==> config.mk <==
export PLATFORM = sky130hd
export DESIGN_NAME = reg_rr_write_arbiter
export DESIGN_NICKNAME = d
export VERILOG_FILES = /design/src/rtl/reg_rr_write_arbiter.sv
export SDC_FILE = /design/constraint.sdc
export NUM_CORES = 1
export LEC_CHECK = 0
export CORE_MARGIN = 2
export CORE_UTILIZATION = 55
export DETAILED_ROUTE_END_ITERATION = 8
export PLACE_DENSITY = 0.84
export SLEW_MARGIN = 20
export SYNTH_ARGS = -nofsm -noshare
export SYNTH_HDL_FRONTEND = slang
export SYNTH_SLANG_ARGS = --single-unit
==> constraint.sdc <==
create_clock -name C -period 9.3 [get_ports C]
set_input_delay 1.86 -clock C [delete_from_list [all_inputs] [get_ports C]]
set_output_delay 1.86 -clock C [all_outputs]
set_load 0.02 [all_outputs]
==> src/rtl/reg_rr_write_arbiter.sv <==
// reg_rr_write_arbiter: round-robin arbitration of many writers onto one shared register with an optional lock-out gap
module reg_rr_write_arbiter #(
  parameter int NUM_REQ = 4,
  parameter int DATA_WIDTH = 4,
  parameter int RESET_VAL = 0,
  parameter int GAP = 1
) (
  input  logic                          C,
  input  logic                          R,
  input  logic [NUM_REQ-1:0]            REQ,
  input  logic [NUM_REQ*DATA_WIDTH-1:0] D,
  output logic [NUM_REQ-1:0]            GNT,
  output logic [DATA_WIDTH-1:0]         Q,
  output logic [$clog2(NUM_REQ)-1:0]    LAST_ID,
  output logic                          VALID,
  output logic                          BUSY
);
  localparam int IW = $clog2(NUM_REQ);
  typedef enum logic {ST_IDLE, ST_GAP} state_t;
  state_t state, state_n;
  logic [3:0] cnt, cnt_n;
  logic [IW-1:0] ptr, ptr_n, win, last_n;
  logic [NUM_REQ-1:0] gnt_n;
  logic [DATA_WIDTH-1:0] q_n, win_data;
  logic valid_n, busy_n, found;
  int idx;
  // first requesting index at or above ptr, wrapping; only the winner's slice is routed to Q
  always_comb begin
    win = ptr;
    win_data = Q;
    found = 1'b0;
    idx = 0;
    for (int k = 0; k < NUM_REQ; k++) begin
      idx = int'(ptr) + k;
      idx = idx >= NUM_REQ ? idx - NUM_REQ : idx;
      if (!found && REQ[IW'(idx)]) begin
        win = IW'(idx);
        win_data = D[idx*DATA_WIDTH +: DATA_WIDTH];
        found = 1'b1;
      end
    end
  end
  // next state: write the winner when idle, count down the lock-out gap otherwise
  always_comb begin
    state_n = state;
    cnt_n = cnt;
    ptr_n = ptr;
    q_n = Q;
    gnt_n = '0;
    last_n = LAST_ID;
    valid_n = VALID;
    busy_n = BUSY;
    if (state == ST_GAP) begin
      cnt_n = cnt - 4'd1;
      state_n = cnt == 4'd1 ? ST_IDLE : ST_GAP;
      busy_n = cnt != 4'd1;
    end else if (|REQ) begin
      q_n = win_data;
      gnt_n = NUM_REQ'(1) << win;
      last_n = win;
      valid_n = 1'b1;
      ptr_n = int'(win) == NUM_REQ - 1 ? '0 : win + IW'(1);
      if (GAP > 0) begin
        cnt_n = 4'(GAP);
        busy_n = 1'b1;
        state_n = ST_GAP;
      end
    end
  end
  // state and output registers, cleared asynchronously
  always_ff @(posedge C or posedge R) begin
    if (R) begin
      state <= ST_IDLE;
      cnt <= '0;
      ptr <= '0;
      Q <= DATA_WIDTH'(RESET_VAL);
      GNT <= '0;
      LAST_ID <= '0;
      VALID <= 1'b0;
      BUSY <= 1'b0;
    end else begin
      state <= state_n;
      cnt <= cnt_n;
      ptr <= ptr_n;
      Q <= q_n;
      GNT <= gnt_n;
      LAST_ID <= last_n;
      VALID <= valid_n;
      BUSY <= busy_n;
    end
  end
endmodule
### After elaboration in Yosys (flattened, before gate mapping)

Cells that the tools add are included.
W data, S select, Z words.

| cells by class | value |
|---|---|
| add/subtract/negate cells | 9 |
| order comparisons | 8 |
| equal/unequal tests | 3 |
| shift operators | 5 |
| mux-type cells | 37 |
| bitwise logic cells | 1 |
| reduce and logical (&&, ||, !) cells | 11 |

Operators with widths:

| cell | number |
|---|---|
| $shiftx A16 B32 Y4 | 4 |
| $mux W30 | 4 |
| $mux W4 | 8 |
| $lt A2 B4 Y1 const B | 4 |
| $mux W1 | 16 |
| $sub A3 B3 Y4 const B | 3 |
| $mux W2 | 5 |
| $ge A3 B3 Y1 const B | 3 |
| $bmux W1 S2 | 4 |
| $add A2 B2 Y3 const B | 2 |
| $eq A4 B1 Y1 const B | 1 |
| $ne A4 B1 Y1 const B | 1 |
| $reduce_bool A4 Y1 | 1 |
| $reduce_or A4 Y1 | 1 |
| $shl A1 B2 Y4 const A | 1 |
| $sub A2 B3 Y4 const B | 1 |
| $sub A4 B1 Y4 const B | 1 |
| $add A2 B1 Y3 const B | 1 |
| $ge A2 B3 Y1 const B | 1 |
| $logic_and A1 B1 Y1 | 3 |
| $logic_not A1 Y1 | 3 |
| $reduce_and A3 Y1 | 1 |
| $add A2 B1 Y2 const B | 1 |
| $eq A2 B1 Y1 const B | 1 |
| other kinds (3) | 3 |

| storage, ports and cells | value |
|---|---|
| register bits | 19 |
| output and inout port bits | 12 |

### Longest topological paths before layout

| logic depth | value |
|---|---|
| depth after elaboration | 18 |
| mapped depth | 13 |

### Least setup slack after synthesis

OpenSTA, ideal clock, no wires.

| path | value |
|---|---|
| path type | input-to-reg |
| start | input port REQ[3] |
| end | register ptr[1] |
| setup time | 0.135 ns |
| data arrival time | 3.578 ns |
| data required time | 9.165 ns |
| slack | 5.586 ns |
| cell stages on the path | 8 |
| buffers on the path | 2 |
| cell sequence | mux4_2 buf_2 clkbuf_1 o21bai_1 xnor2_1 ha_1 nand2_1 o21ai_0 |

| on the way | value |
|---|---|
| word-level cells in the longest chain between the ends | 15 |
| elaborated cells between the ends (all ways) | 30 |
| those cells by class | add/sub (1); eq/ne (1); mux (20); reduce/logical (8) |

RTL lines:

| item | line | text |
|---|---|---|
| from (decl) | 10 | `input logic [NUM_REQ-1:0] REQ,` |
| $bmux W1 S2 | 36 | `if (!found && REQ[IW'(idx)]) begin` |
| $mux W1 (implied by the code) (2 in series) | 36 |  |
| $mux W1 | 36 |  |
| $logic_not A1 Y1 | 36 |  |
| $logic_and A1 B1 Y1 | 36 |  |
| $mux W1 | 36 |  |
| $logic_not A1 Y1 | 36 |  |
| $logic_and A1 B1 Y1 | 36 |  |
| $mux W1 | 36 |  |
| $logic_not A1 Y1 | 36 |  |
| $logic_and A1 B1 Y1 | 36 |  |
| $mux W2 (*) | 36 |  |
| via win[0] | 22 | `logic [IW-1:0] ptr, ptr_n, win, last_n;` |
| $add A2 B1 Y2 / $eq A2 B1 Y1 (equally long branches) | 62 | `ptr_n = int'(win) == NUM_REQ - 1 ? '0 : win + IW'(1);` |
| $mux W2 (*) | 62 |  |
| to (signal assigned) | 84 | `ptr <= ptr_n;` |
| to (decl) | 22 |  |

Mark *: on every way through the listed nets, which the timed path passes. The rest lies on a longest branch. The select of a mux whose other input is x is not followed.
A chain may end at the register's enable or synchronous reset.

### Worst setup path in the final report

| path | value |
|---|---|
| start | register ptr[0] |
| end | register Q[3] |

| on the way | value |
|---|---|
| word-level cells in the longest chain between the ends | 16 |
| elaborated cells between the ends (all ways) | 46 |
| those cells by class | add/sub (7); order compare (4); shift (4); mux (23); reduce/logical (8) |

RTL lines:

| item | line | text |
|---|---|---|
| parallel branches: the longest is 16 deep, another holds $sub A3 B3 Y4 | - |  |
| to (signal assigned) | 76 | `Q <= DATA_WIDTH'(RESET_VAL);` |
| to (signal assigned) | 85 | `Q <= q_n;` |
| to (decl) | 13 | `output logic [DATA_WIDTH-1:0] Q,` |

Parallel ways; which one is timed is not known. The select of a mux whose other input is x is not followed.

==> impl_metrics.csv <==
group,metric,value,unit
routing,via_per_inst,6.28,
timing,finalSetupTns,0,ns
logic_synthesis,ys_async_sr_fraction,1.00,
logic_synthesis,netlist_instances,195,
critical_path,start_kind,"flop",
critical_path,reg2reg_to,"Q[3]",
global_routing,grt_start_max_net_pins,30,
critical_path,arrival,4.78,ns
logic_synthesis,syn_avg_cell_area,8.30,sq um
timing,worst_slew_pin_slew,1.05,ns
power,irDropWorstVdd,293,uV
logic_synthesis,synth_area,1620,sq um
routing,drt_iter0_markers,88,
clock_network,cts_resized,0,
timing,rsz0062_at_grt,"false",
critical_path,worstSetupPathType,"reg -> reg",
die,rows,19,
cells_and_area,antenna-diode-count,0,
logic_synthesis,yosysSeqAreaShare,0.294,
logic_synthesis,syn-num-nets,228,
cells_and_area,fill_cells,232,
routing,route.antenna.remaining_nets,0,
worst_hold_path,hold_path_depth,1,
critical_path,reg2reg_slack,4.69,ns
critical_path,crit_required,9.47,ns
die,start_util,0.582,
global_routing,antenna_found_initial,0,
routing,wire_per_inst,14.7,um
timing,slew_headroom,0.301,
critical_path,cp-end-kind,"flop",
power,p_switching,0.340,mW
clock_network,cts_buffers,3,
worst_hold_path,hold-path-endpoint,"VALID",
routing,drt_wl_total,3700,um
die,pin_count,34,
power,clkPwrFrac,0.060,
die,dieArea,3390,sq um
die,die_height,58.3,um
timing,hold_viol,0,
die,die_x,58.3,um
worst_hold_path,holdCritPathClass,"reg -> reg",
routing,vias,1582,
clock_network,hold_buffers,0,
logic_synthesis,yosysWarnings,0,
place,hpwlAfterDp,2790,um
logic_synthesis,synth-edff-count,0,
routing,drt_first_pass_iters,5,
place,io_buffers,33,
clock_network,htree_levels,1,
cells_and_area,multi_input_area,1050,sq um
clock_network,cts_setup_buffers,0,
clock_network,insertion_delay,0.29,ns
power,leakagePower,0.864,nW
worst_hold_path,min_from,"VALID",
global_routing,grt_overflow,0,
timing,fmax,0.217,GHz
clock_network,cts_buffer_depth,2,
timing,drv_slew,0,
cells_and_area,fin_nets,255,
place,gp_congestion,0.886,
timing,finalClockSkew,0.00397,ns
logic_synthesis,synth_flop_cell,"dfrtp_1",
power,internal_power,0.325,mW
cells_and_area,utilization,0.706,
die,core-area,2780,sq um
outcome,status,"finished, final reports clean",
clock_network,clk_pin_slew,0.10,ns
power,swShare,0.511,
timing,period_share,0.496,
power,power_frac_comb,0.705,
flow_run,maxCapViolCount,0,
global_routing,track_usage,0.237,
cells_and_area,final-seq-area,475,sq um
clock_network,clock_sinks,19,
critical_path,rr_worst_depth,9,
critical_path,r2r-start,"ptr[0]",
global_routing,grt_pass1_vias,1511,
routing,drcViolationCount,0,
cells_and_area,area_growth,21.3,%
logic_synthesis,synthDistinctLibCells,37,
cells_and_area,drive_above_1_share,0.0679,
global_routing,grt_pass1_wl,6430,um
power,power.share.sequential,0.235,
timing,finalSetupViolCount,0,
clock_network,root_buffer,"clkbuf_4",
power,power.density,339,nW/um^2
clock_network,cts_tree,"built",
timing,fin_crit,4.61,ns
logic_synthesis,yosys_register_bits,19,
critical_path,cp_max_fo,29,
layer usage:
metal,vias up,track usage,share of wire
met5,-,0,0
met4,0,0.0930,0.022
met3,10,0.0268,0.077
met2,74,0.430,0.50
met1,746,0.286,0.41
li1,752,-,-
flip-flops by register name (all words and copies together) (netlist names):
| register | cells |
|---|---|
| BUSY | 1 |
| GNT | 4 |
| VALID | 1 |
| ptr | 2 |
| state | 1 |
| Q | 4 |
| cnt | 4 |
| LAST_ID | 2 |
how the worst max path moves through the flow:
stage	from	to	slack, ns
2_1_floorplan	REQ[3]	ptr[1]	5.59
3_3_place_gp	REQ[1]	ptr[1]	4.64
3_5_place_dp	REQ[0]	Q[3]	4.46
4_1_cts	ptr[0]	Q[3]	4.74
5_1_grt	ptr[0]	Q[3]	4.36
6_report	ptr[0]	Q[3]	4.69
cell type report:
type | instances | share of cell area
multi-input combinational | 155 | 0.537
sequential | 19 | 0.242
timing repair buffer | 33 | 0.168
tap | 31 | 0.0198
inverter | 10 | 0.0191
clock buffer | 4 | 0.0134
through the flow:
step | instance area (sq um) | instances | power, mW | setup WS [ns] | hold WS [ns]
after floorplan | 1620 | 195 | 0.506 | 5.59 | 0.446
after global placement | 1940 | 248 | 0.598 | 4.64 | 0.449
final | 1960 | 252 | 0.666 | 4.69 | 0.472
after global routing | 1960 | 252 | 0.727 | 4.36 | 0.514
after CTS | 1960 | 252 | 0.662 | 4.74 | 0.479
after detailed placement | 1940 | 248 | 0.621 | 4.46 | 0.451
cell usage after synthesis (2+ instances only):
library cell / instances / area share
nor4_1: 9 / 0.035
o31ai_1: 6 / 0.028
nand2_1: 50 / 0.12
mux2_2: 2 / 0.014
mux2i_1: 2 / 0.012
dfrtp_1: 19 / 0.29
clkbuf_1: 7 / 0.016
inv_1: 7 / 0.016
mux4_2: 4 / 0.056
inv_2: 2 / 0.0046
a211o_1: 16 / 0.087
o21ai_0: 7 / 0.022
nand2b_1: 3 / 0.012
nor2_1: 6 / 0.014
a21oi_1: 11 / 0.034
buf_2: 2 / 0.0062
and2_1: 4 / 0.015
ha_1: 11 / 0.085
and2_0: 2 / 0.0077
a21boi_0: 8 / 0.037
placed cells by master, fill, tap and decap left out, drive strengths merged:
cell,n
nor4b,1
o21bai,1
dfrtp,19
xnor2,1
nand3b,1
or3,1
clkinv,1
nor4,9
o21a,1
o31ai,7
nand2b,3
a211o,16
a211oi,1
a31oi,1
clkbuf,4
o41ai,1
nor2b,1
clkdlybuf4s50,33
a21oi,11
and3,1
inv,9
and2,6
or2,1
mux4,4
o21ai,8
mux2i,2
nand2,50
ha,11
a21boi,8
nor2,6
mux2,2
power by group through the flow:
stage / combinational [mW] / sequential (mW) / clock (mW)
after floorplan: 0.350 / 0.156 / 0
after global placement: 0.444 / 0.154 / 0
after detailed placement: 0.464 / 0.156 / 0
after CTS: 0.465 / 0.155 / 0.0416
after global routing: 0.522 / 0.162 / 0.0439
final: 0.470 / 0.156 / 0.0400
worst max-delay path: stages (launching register included):
cell and delay [ns]:
dfrtp_1 1.05, clkinv_1 0.74, ha_1 0.63, mux4_2 0.24, nor2b_2 0.44, a21oi_1 0.15, o41ai_4 0.57, inv_2 0.15
nor4_1 0.38, o31ai_1 0.12
cells by family after synthesis:
kind of cell / after synthesis / synth area share
xor gates and xnor gates: 1 / 0.00541
DFF: 19 / 0.294
muxes: 8 / 0.0819
adders and majority gates: 11 / 0.0850
and+or+nand+nor: 80 / 0.226
AOI/OAI and AO/OA: 55 / 0.253
buffers and inverters: 21 / 0.0549
Note: power is estimated with default switching activity, not from simulation.
==> RTL edit 1, RTL diff (same flow settings) <==
Change the parameter `NUM_REQ` from 4 to 8.
--- a/src/rtl/reg_rr_write_arbiter.sv
+++ b/src/rtl/reg_rr_write_arbiter.sv
@@ -1,6 +1,6 @@
 // reg_rr_write_arbiter: round-robin arbitration of many writers onto one shared register with an optional lock-out gap
 module reg_rr_write_arbiter #(
-  parameter int NUM_REQ = 4,
+  parameter int NUM_REQ = 8,
   parameter int DATA_WIDTH = 4,
   parameter int RESET_VAL = 0,
   parameter int GAP = 1
Ports: changed (resized D, GNT, LAST_ID and REQ); port bits go from 34 to 59. No check against the original RTL was run, so the function may have changed too.
==> RTL edit 1 against the original RTL <==
Die area is 36% higher. Sequential cell count increased by 6. Synthesized area increased by 39%. Setup slack got worse by 0.96 ns. Global-route usage decreased by 0.37 points. Power grew 84%. Register-to-register slack worse by 0.71 ns. Design area rose by 46%. Sequential power rose by 30%. Count of clock-buffer cells in the layout is 1 lower. Combinational power increased by 100%. Routed wire length increased by 39%. Final cell count is 23% higher. Largest cell class unchanged. Largest power group unchanged.
==> RTL edit 1: results (changes against the original RTL) <==
- Run status: finished, final reports clean
- Cts bufs inserted: 3 (unchanged)
- Wl on met1: 2.203 mm (+47%)
- CP max-delay cell: a22oi_1
- Routing usage on met1: 32.59% (+4.0 points)
- Syn_area_per_cell: 10.89 um^2 (+31%)
- DRT Pass-1 Iters: 5 (unchanged)
- Top area cells in the synthesized netlist: dfrtp_1, mux4_2, mux4_1
- Synth Warn #: 0 (unchanged)
- WL met3: 292 um (+2.8%)
- Met3 Usage GRT: 2.961% (+0.28 points)
- First-pass GRT wire length: 8.142 mm (+27%)
- Biggest regs: GNT x8, Q x4, cnt x4
- Pwr dens: 428.1 nW/um^2 (+26%)
- Top cells by count, synth: nand2_1, dfrtp_1, nor2_1
- Clock skew: 0.01308 ns (+0.009107 ns)
- Routed via count: 1,867 (+18%)
- Layout cell share with drive strength beyond 1: 12.74% (+6.0 points)
- Place WS: 3.531 ns (-0.9329 ns)
- P_seq: 0.000203 W (+30%)
- Relative slew slack: 30.02% (-0.040 points)
- CTS root buf: clkbuf_8
- Met2 GRT Util: 38.71% (-4.3 points)
- Post-synth cell types: 47 (+27%)
- Clock latency at the later pin of the worst-skew pair: 0.27 ns (-0.02 ns)
- Combinational share of power: 78.1% (+7.6 points)
- IO buf count: 58 (+76%)
- GRT Util Overall: 23.38% (-0.37 points)
- Asr flop ratio synth: 100.0% (unchanged)
- Setup tns final: 0 ns (unchanged)
- Filler cell count in the final layout: 304 (+31%)
- Max FO, Critical Path: 12 (-59%)
- Critical Path Max Stage Delay: 0.84 ns (-0.21 ns)
- Leakage: 1.189 nW (+38%)
- Gpl congestion: 0.9176 (+3.6%)
- H-tree levels: 1 (unchanged)
- Drt wl/cell: 16.67 um (+14%)
- Placed Area: 2809 um^2 (+45%)
- Initial antenna violation count: 0 (unchanged)
- Via/cell ratio: 6.042 (-3.8%)
- Dpl cells: 305 (+23%)
- Main synth FF type: dfrtp_1
- DR iter-0 viols: 88 (unchanged)
- Hpwl dp: 4.016 mm (+44%)
- Peak supply drop: 0.0003357 V (+15%)
- Top sig layer: met4
- Critical path arrival: 5.68 ns (+0.90 ns)
- HP Class: reg -> reg
- Syn Nets: 261 (+14%)
- # resized after CTS: 0 (unchanged)
- Vias in the first global route: 1,763 (+17%)
- Power Internal: 0.0006454 W (+98%)
- Register area share after synthesis: 27.76% (-1.6 points)
- Met2 wire len: 2.585 mm (+41%)
- GR peak layer: met2
- Pin count of the biggest net entering global routing: 26 (-13%)
- Fin nets: 314 (+23%)
## RTL edit 1: cell types whose count changed after synthesis, moves of 7 or more
cell / before / now
nor4_1: 9 / 2
nand2_1: 50 / 26
mux4_2: 4 / 13
a21boi_0: 8 / 0
nor2_1: 6 / 15
a211o_1: 16 / 0
mux2i_1: 2 / 10
a21oi_1: 11 / 4
## RTL edit 1: final cells by class
cell class                 count  area (um^2)  area share [%]
clock buffer                   3        41.29           1.445
clock inverter                 1        7.507          0.2627
inverter                      11        41.29           1.445
multi-input combinational    161         1499           52.45
sequential                    25        625.6           21.89
tap                           50        62.56           2.189
timing repair buffer          58        580.6           20.32
## RTL edit 1: cells by family after synthesis
family	synth area share [%]
xor+xnor	3.165
mux	28.26
simple gates	15.49
fa+ha+maj	6.663
flops	27.76
buf+inv	5.718
compound gates	12.94
## RTL edit 1: critical path: cells and delay by family
family,cells,cell delay [ns]
AND/OR/NAND/NOR,4,0.74
adder cells (fa/ha/maj),2,0.55
AO/OA/AOI/OAI,3,1.22
buffers and inverters,2,0.72
multiplexers,1,0.59
## RTL edit 1: final timing paths
kind                               startpoint                 end  slack, ns  cells past startpoint
max                                    REQ[3]  ptr[2]$_DFFE_PP0P_       3.73                     12
min                         VALID$_DFFE_PP0P_   VALID$_DFFE_PP0P_       0.49                      1
max reg2reg                ptr[0]$_DFFE_PP0P_  ptr[2]$_DFFE_PP0P_       3.98                     13
min reg2reg                 VALID$_DFFE_PP0P_   VALID$_DFFE_PP0P_       0.49                      1
max in group asynchronous                   R    GNT[3]$_DFF_PP0_       6.65                      2
min in group asynchronous                   R    GNT[2]$_DFF_PP0_       2.08                      2
